===== src/rtl/input_conditioner.sv =====
// Synchronises switch/button inputs, debounces enter and freezes the switch byte per accepted press.
// Latency DEBOUNCE_CYCLES+3 edges from a new button level; no backpressure, outputs free-running.
module input_conditioner #(
  parameter int DEBOUNCE_CYCLES = 50000,
  parameter int CNT_W           = 16
) (
  input  logic       clk,
  input  logic       rst,
  input  logic [7:0] switchIn,
  input  logic       enterIn,
  output logic [7:0] switch,
  output logic       enter,
  output logic       enterPulse,
  output logic [7:0] pressCount
);

  typedef enum logic [1:0] {
    IDLE         = 2'd0,
    PRESS_WAIT   = 2'd1,
    PRESSED      = 2'd2,
    RELEASE_WAIT = 2'd3
  } state_t;

  localparam logic [CNT_W-1:0] CNT_MAX = CNT_W'(DEBOUNCE_CYCLES - 1);

  logic             btn_meta, btn_s;
  logic [7:0]       sw_meta, sw_s;
  state_t           state_q, state_d;
  logic [CNT_W-1:0] cnt_q, cnt_d;
  logic             accept;
  logic             enter_d, pulse_d;
  logic [7:0]       switch_d, count_d;

  always_ff @(posedge clk or negedge rst) begin
    if (!rst) begin
      btn_meta <= 1'b0;
      btn_s    <= 1'b0;
      sw_meta  <= 8'h00;
      sw_s     <= 8'h00;
    end else begin
      btn_meta <= enterIn;
      btn_s    <= btn_meta;
      sw_meta  <= switchIn;
      sw_s     <= sw_meta;
    end
  end

  always_ff @(posedge clk or negedge rst) begin
    if (!rst) begin
      state_q <= IDLE;
      cnt_q   <= '0;
    end else begin
      state_q <= state_d;
      cnt_q   <= cnt_d;
    end
  end

  always_comb begin
    state_d = state_q;
    cnt_d   = cnt_q;
    accept  = 1'b0;
    case (state_q)
      IDLE: begin
        if (btn_s) begin
          state_d = PRESS_WAIT;
          cnt_d   = '0;
        end
      end
      PRESS_WAIT: begin
        if (!btn_s) begin
          state_d = IDLE;
        end else if (cnt_q == CNT_MAX) begin
          state_d = PRESSED;
          accept  = 1'b1;
        end else begin
          cnt_d = cnt_q + 1'b1;
        end
      end
      PRESSED: begin
        if (!btn_s) begin
          state_d = RELEASE_WAIT;
          cnt_d   = '0;
        end
      end
      RELEASE_WAIT: begin
        if (btn_s) begin
          state_d = PRESSED;
        end else if (cnt_q == CNT_MAX) begin
          state_d = IDLE;
        end else begin
          cnt_d = cnt_q + 1'b1;
        end
      end
      default: begin
        state_d = IDLE;
        cnt_d   = '0;
      end
    endcase
  end

  // The debounced level follows the state being entered, so it is registered with it.
  always_comb begin
    enter_d  = (state_d == PRESSED) || (state_d == RELEASE_WAIT);
    pulse_d  = accept;
    switch_d = accept ? sw_s : switch;
    count_d  = accept ? pressCount + 8'd1 : pressCount;
  end

  always_ff @(posedge clk or negedge rst) begin
    if (!rst) begin
      enter      <= 1'b0;
      enterPulse <= 1'b0;
      switch     <= 8'h00;
      pressCount <= 8'h00;
    end else begin
      enter      <= enter_d;
      enterPulse <= pulse_d;
      switch     <= switch_d;
      pressCount <= count_d;
    end
  end

endmodule

===== config.mk =====
export PLATFORM = sky130hd
export DESIGN_NAME = input_conditioner
export DESIGN_NICKNAME = d
export VERILOG_FILES = /design/src/rtl/input_conditioner.sv
export SDC_FILE = /design/constraint.sdc
export NUM_CORES = 1
export LEC_CHECK = 0
export CORE_ASPECT_RATIO = 0.8
export CORE_UTILIZATION = 30
export CTS_CLUSTER_DIAMETER = 40
export DETAILED_ROUTE_END_ITERATION = 7
export SLEW_MARGIN = 20
export SYNTH_ARGS = -nofsm -noshare
export SYNTH_HDL_FRONTEND = slang
export SYNTH_SLANG_ARGS = --single-unit

===== constraint.sdc =====
create_clock -name clk -period 2.7 [get_ports clk]
set_input_delay 0.27 -clock clk [delete_from_list [all_inputs] [get_ports clk]]
set_output_delay 0.27 -clock clk [all_outputs]
set_load 0.02 [all_outputs]

==> impl_metrics.env <==
export IMPL_status="complete, no violations"
export IMPL_cpPeakStageDelay_ns=0.51
export IMPL_yosys_top_cells_area="dfrtp_1, mux2_4, xnor2_1, nand2_1, mux2_2"
export IMPL_synth_top_area_share=0.592
export IMPL_maxCapViolations=0
export IMPL_drive_gt1_frac=0.172
export IMPL_routed_wl_met2_um=1840
export IMPL_initial_core_util=0.318
export IMPL_synthesis_area_mm2=0.00224
export IMPL_worst_r2r_cell_count=6
export IMPL_track_usage=0.117
export IMPL_path_clk_slew_ns=0.09
export IMPL_syn_nets=185
export IMPL_dr_wl_met3_um=124
export IMPL_clock_fmax_ghz=0.449
export IMPL_clockPowerShare=0.398
export IMPL_worstPathArrival_ns=2.42
export IMPL_hold_violations=0
export IMPL_critPathMaxFanout=10
export IMPL_cts_buffer_depth=2
export IMPL_clock_skew_ns=0.00310
export IMPL_yosysMostFrequentCell="dfrtp_1"
export IMPL_slew_viol_final=0
export IMPL_yosys_warnings=0
export IMPL_rsz0062_at_grt="no"
export IMPL_synth_cells=172
export IMPL_ir_worst_vdd_v=0.000307
export IMPL_core_area_mm2=0.00706
export IMPL_whs_ns=0.354
export IMPL_period_minus_slack_ns=2.23
export IMPL_synth_top_flop_cell="dfrtp_1"
export IMPL_synth_edf_count=0
export IMPL_dieArea_mm2=0.00783
export IMPL_clockRootBuffer="clkbuf_8"
export IMPL_yosysSeqAreaShare=0.592
export IMPL_power_leakage_nw=1.24
export IMPL_die_w_um=98.7
export IMPL_viasPerCell=4.87
export IMPL_cts_tree="yes"
export IMPL_clk_latency_ns=0.30
export IMPL_r2r_start="cnt_q[0]"
export IMPL_synth_cell_types=40
export IMPL_final_setup_tns_ns=0
export IMPL_placed_cells=287
export IMPL_cts_hold_buffers=1
export IMPL_grt_max_degree=28
export IMPL_nNetsFinal=221
export IMPL_worstSetupPathType="flop to flop"
export IMPL_antenna_cells=0
export IMPL_avgSynthCellArea_um2=13.0
export IMPL_max_slew_worst_pin_slew_ns=0.821
export IMPL_ys_ff_latch=53
export IMPL_slowest_stage="nor4b_4"
export IMPL_avgRoutedWirePerCell_um=13.9
export IMPL_dr_pass1_iters=4
export IMPL_critPathLaunch="cnt_q[0]"
export IMPL_setup_viol=0
export IMPL_p_int_mw=1.24
export IMPL_postRouteAntennaNets=0
export IMPL_hp_class="flop to flop"
export IMPL_crit_path_end_kind="flop"
export IMPL_fill_cells=674
export IMPL_routed_wl_um=4110
export IMPL_top_layer_used="met4"
export IMPL_io_buffers=28
export IMPL_fin_ws_ns=0.472
export IMPL_grt_antenna_before_repair=0
export IMPL_cts_setup_buffers=0
export IMPL_htreeDepth=2
export IMPL_synthDominantAreaCellType="dfrtp_1"
export IMPL_worstPathRequired_ns=2.89
export IMPL_globalplace_congestion=0.718
export IMPL_post_cts_resized=0
export IMPL_pre_cts_slack_ns=0.498
export IMPL_p_switching_mw=0.328
export IMPL_syn2layout_area_growth_pct=23.9
export IMPL_setup_worst_path_end="switch[7]"
export IMPL_critPathLaunchType="flop"
export IMPL_first_iter_violations=65
export IMPL_path_cells="ha_1 -> nand3_2 -> nor4b_4 -> and3_1 -> buf_4 -> mux2_4"
export IMPL_row_count=27
export IMPL_grt_overflow=0
export IMPL_wl_met1_um=2100
export IMPL_grt_pass1_wl_um=7130
export IMPL_pwr_density_cell_mw_per_mm2=563
export IMPL_synth_commonest_cells="dfrtp_1, nand2_1, mux2_4"
export IMPL_pwr_share_seq=0.547
export IMPL_r2r_slack_ns=0.47
export IMPL_clock_sinks=53
export IMPL_total_power_mw=1.56
export IMPL_via_count=1442
export IMPL_io_pins=29
export IMPL_pwr_share_comb=0.056
export IMPL_r2r_end="switch[7]"
export IMPL_min_period_over_period=0.825
export IMPL_relSlewSlack=0.449
export IMPL_die_y_um=79.3
export IMPL_hpwl_um=2890
export IMPL_swShare=0.210
export IMPL_synthArstFlopShare=1.00
export IMPL_grt_pass1_vias=1466
export IMPL_instances_no_fill=296
export IMPL_cts_buffers=5
export IMPL_drc=0
worst max-delay path: cells and delay by family, from the launching register on:
family	cells	cell delay (ns)
DFF	1	0.42
muxes	1	0.32
and+or+nand+nor	3	0.92
buffers and inverters	1	0.22
adders and majority gates	1	0.24
metrics by stage:
step | utilization | cell area, µm²
2_1_floorplan | - | 2240
3_3_place_gp | 0.373 | 2630
3_5_place_dp | 0.373 | 2630
4_1_cts | 0.393 | 2780
5_1_grt | 0.393 | 2780
6_report | 0.393 | 2780
area by class of cell:
type,instances,area [µm²],share of cell area
Multi-Input combinational cell,109,867,0.312
Timing Repair Buffer,34,323,0.116
Inverter,5,18.8,0.00676
Sequential cell,53,1330,0.477
Clock buffer,5,68.8,0.0248
Tap cell,87,109,0.0392
Clock inverter,3,65.1,0.0234
power groups by stage:
| stage | sequential, mW | combinational, mW | clock (mW) |
|---|---|---|---|
| after floorplan | 0.863 | 0.0462 | 0 |
| after global placement | 0.869 | 0.0864 | 0 |
| after detailed placement | 0.870 | 0.0881 | 0 |
| after CTS | 0.854 | 0.0896 | 0.644 |
| after global routing | 0.859 | 0.101 | 0.669 |
| final | 0.854 | 0.0873 | 0.621 |
cell usage in the layout (no fill, tap or decap), types with 7 or more instances in the layout:
cell and n:
and3_1 7, clkdlybuf4s50_1 27, dfrtp_1 53, mux2_4 10, nand2_1 15, nand4_1 7
nor2_1 7, xnor2_1 8
worst min-delay path by stage:
stage,startpoint,end,slack [ns],cells after the start
final,sw_meta[5],sw_s[5],0.35,0
after global routing,sw_meta[4],sw_s[4],0.35,0
after CTS,sw_meta[4],sw_s[4],0.35,0
after detailed placement,rst,sw_meta[1],0.30,2
after global placement,rst,sw_meta[1],0.30,2
after floorplan,rst,btn_meta,-0.03,0
state kept, by name, indices dropped and copies added, names as in the netlist:
register,flops
enterPulse,1
btn_s,1
switch,8
state_q,1
sw_s,8
pressCount,8
cnt_q,16
sw_meta,8
enter,1
btn_meta,1
per-layer routing:
layer / GRT usage / vias up
li1: - / 700
met1: 0.163 / 716
met2: 0.180 / 21
met3: 0.0273 / 5
met4: 0.0358 / 0
met5: 0 / -
cells by family after synthesis:
logic type,synth area share
adder cells (fa/ha/maj),0.0112
AND/OR/NAND/NOR,0.185
multiplexers,0.0915
AO/OA/AOI/OAI,0.0642
flip-flops,0.592
buffers and inverters,0.0218
XOR/XNOR,0.0352
Note: power is estimated with default switching activity, not from simulation.
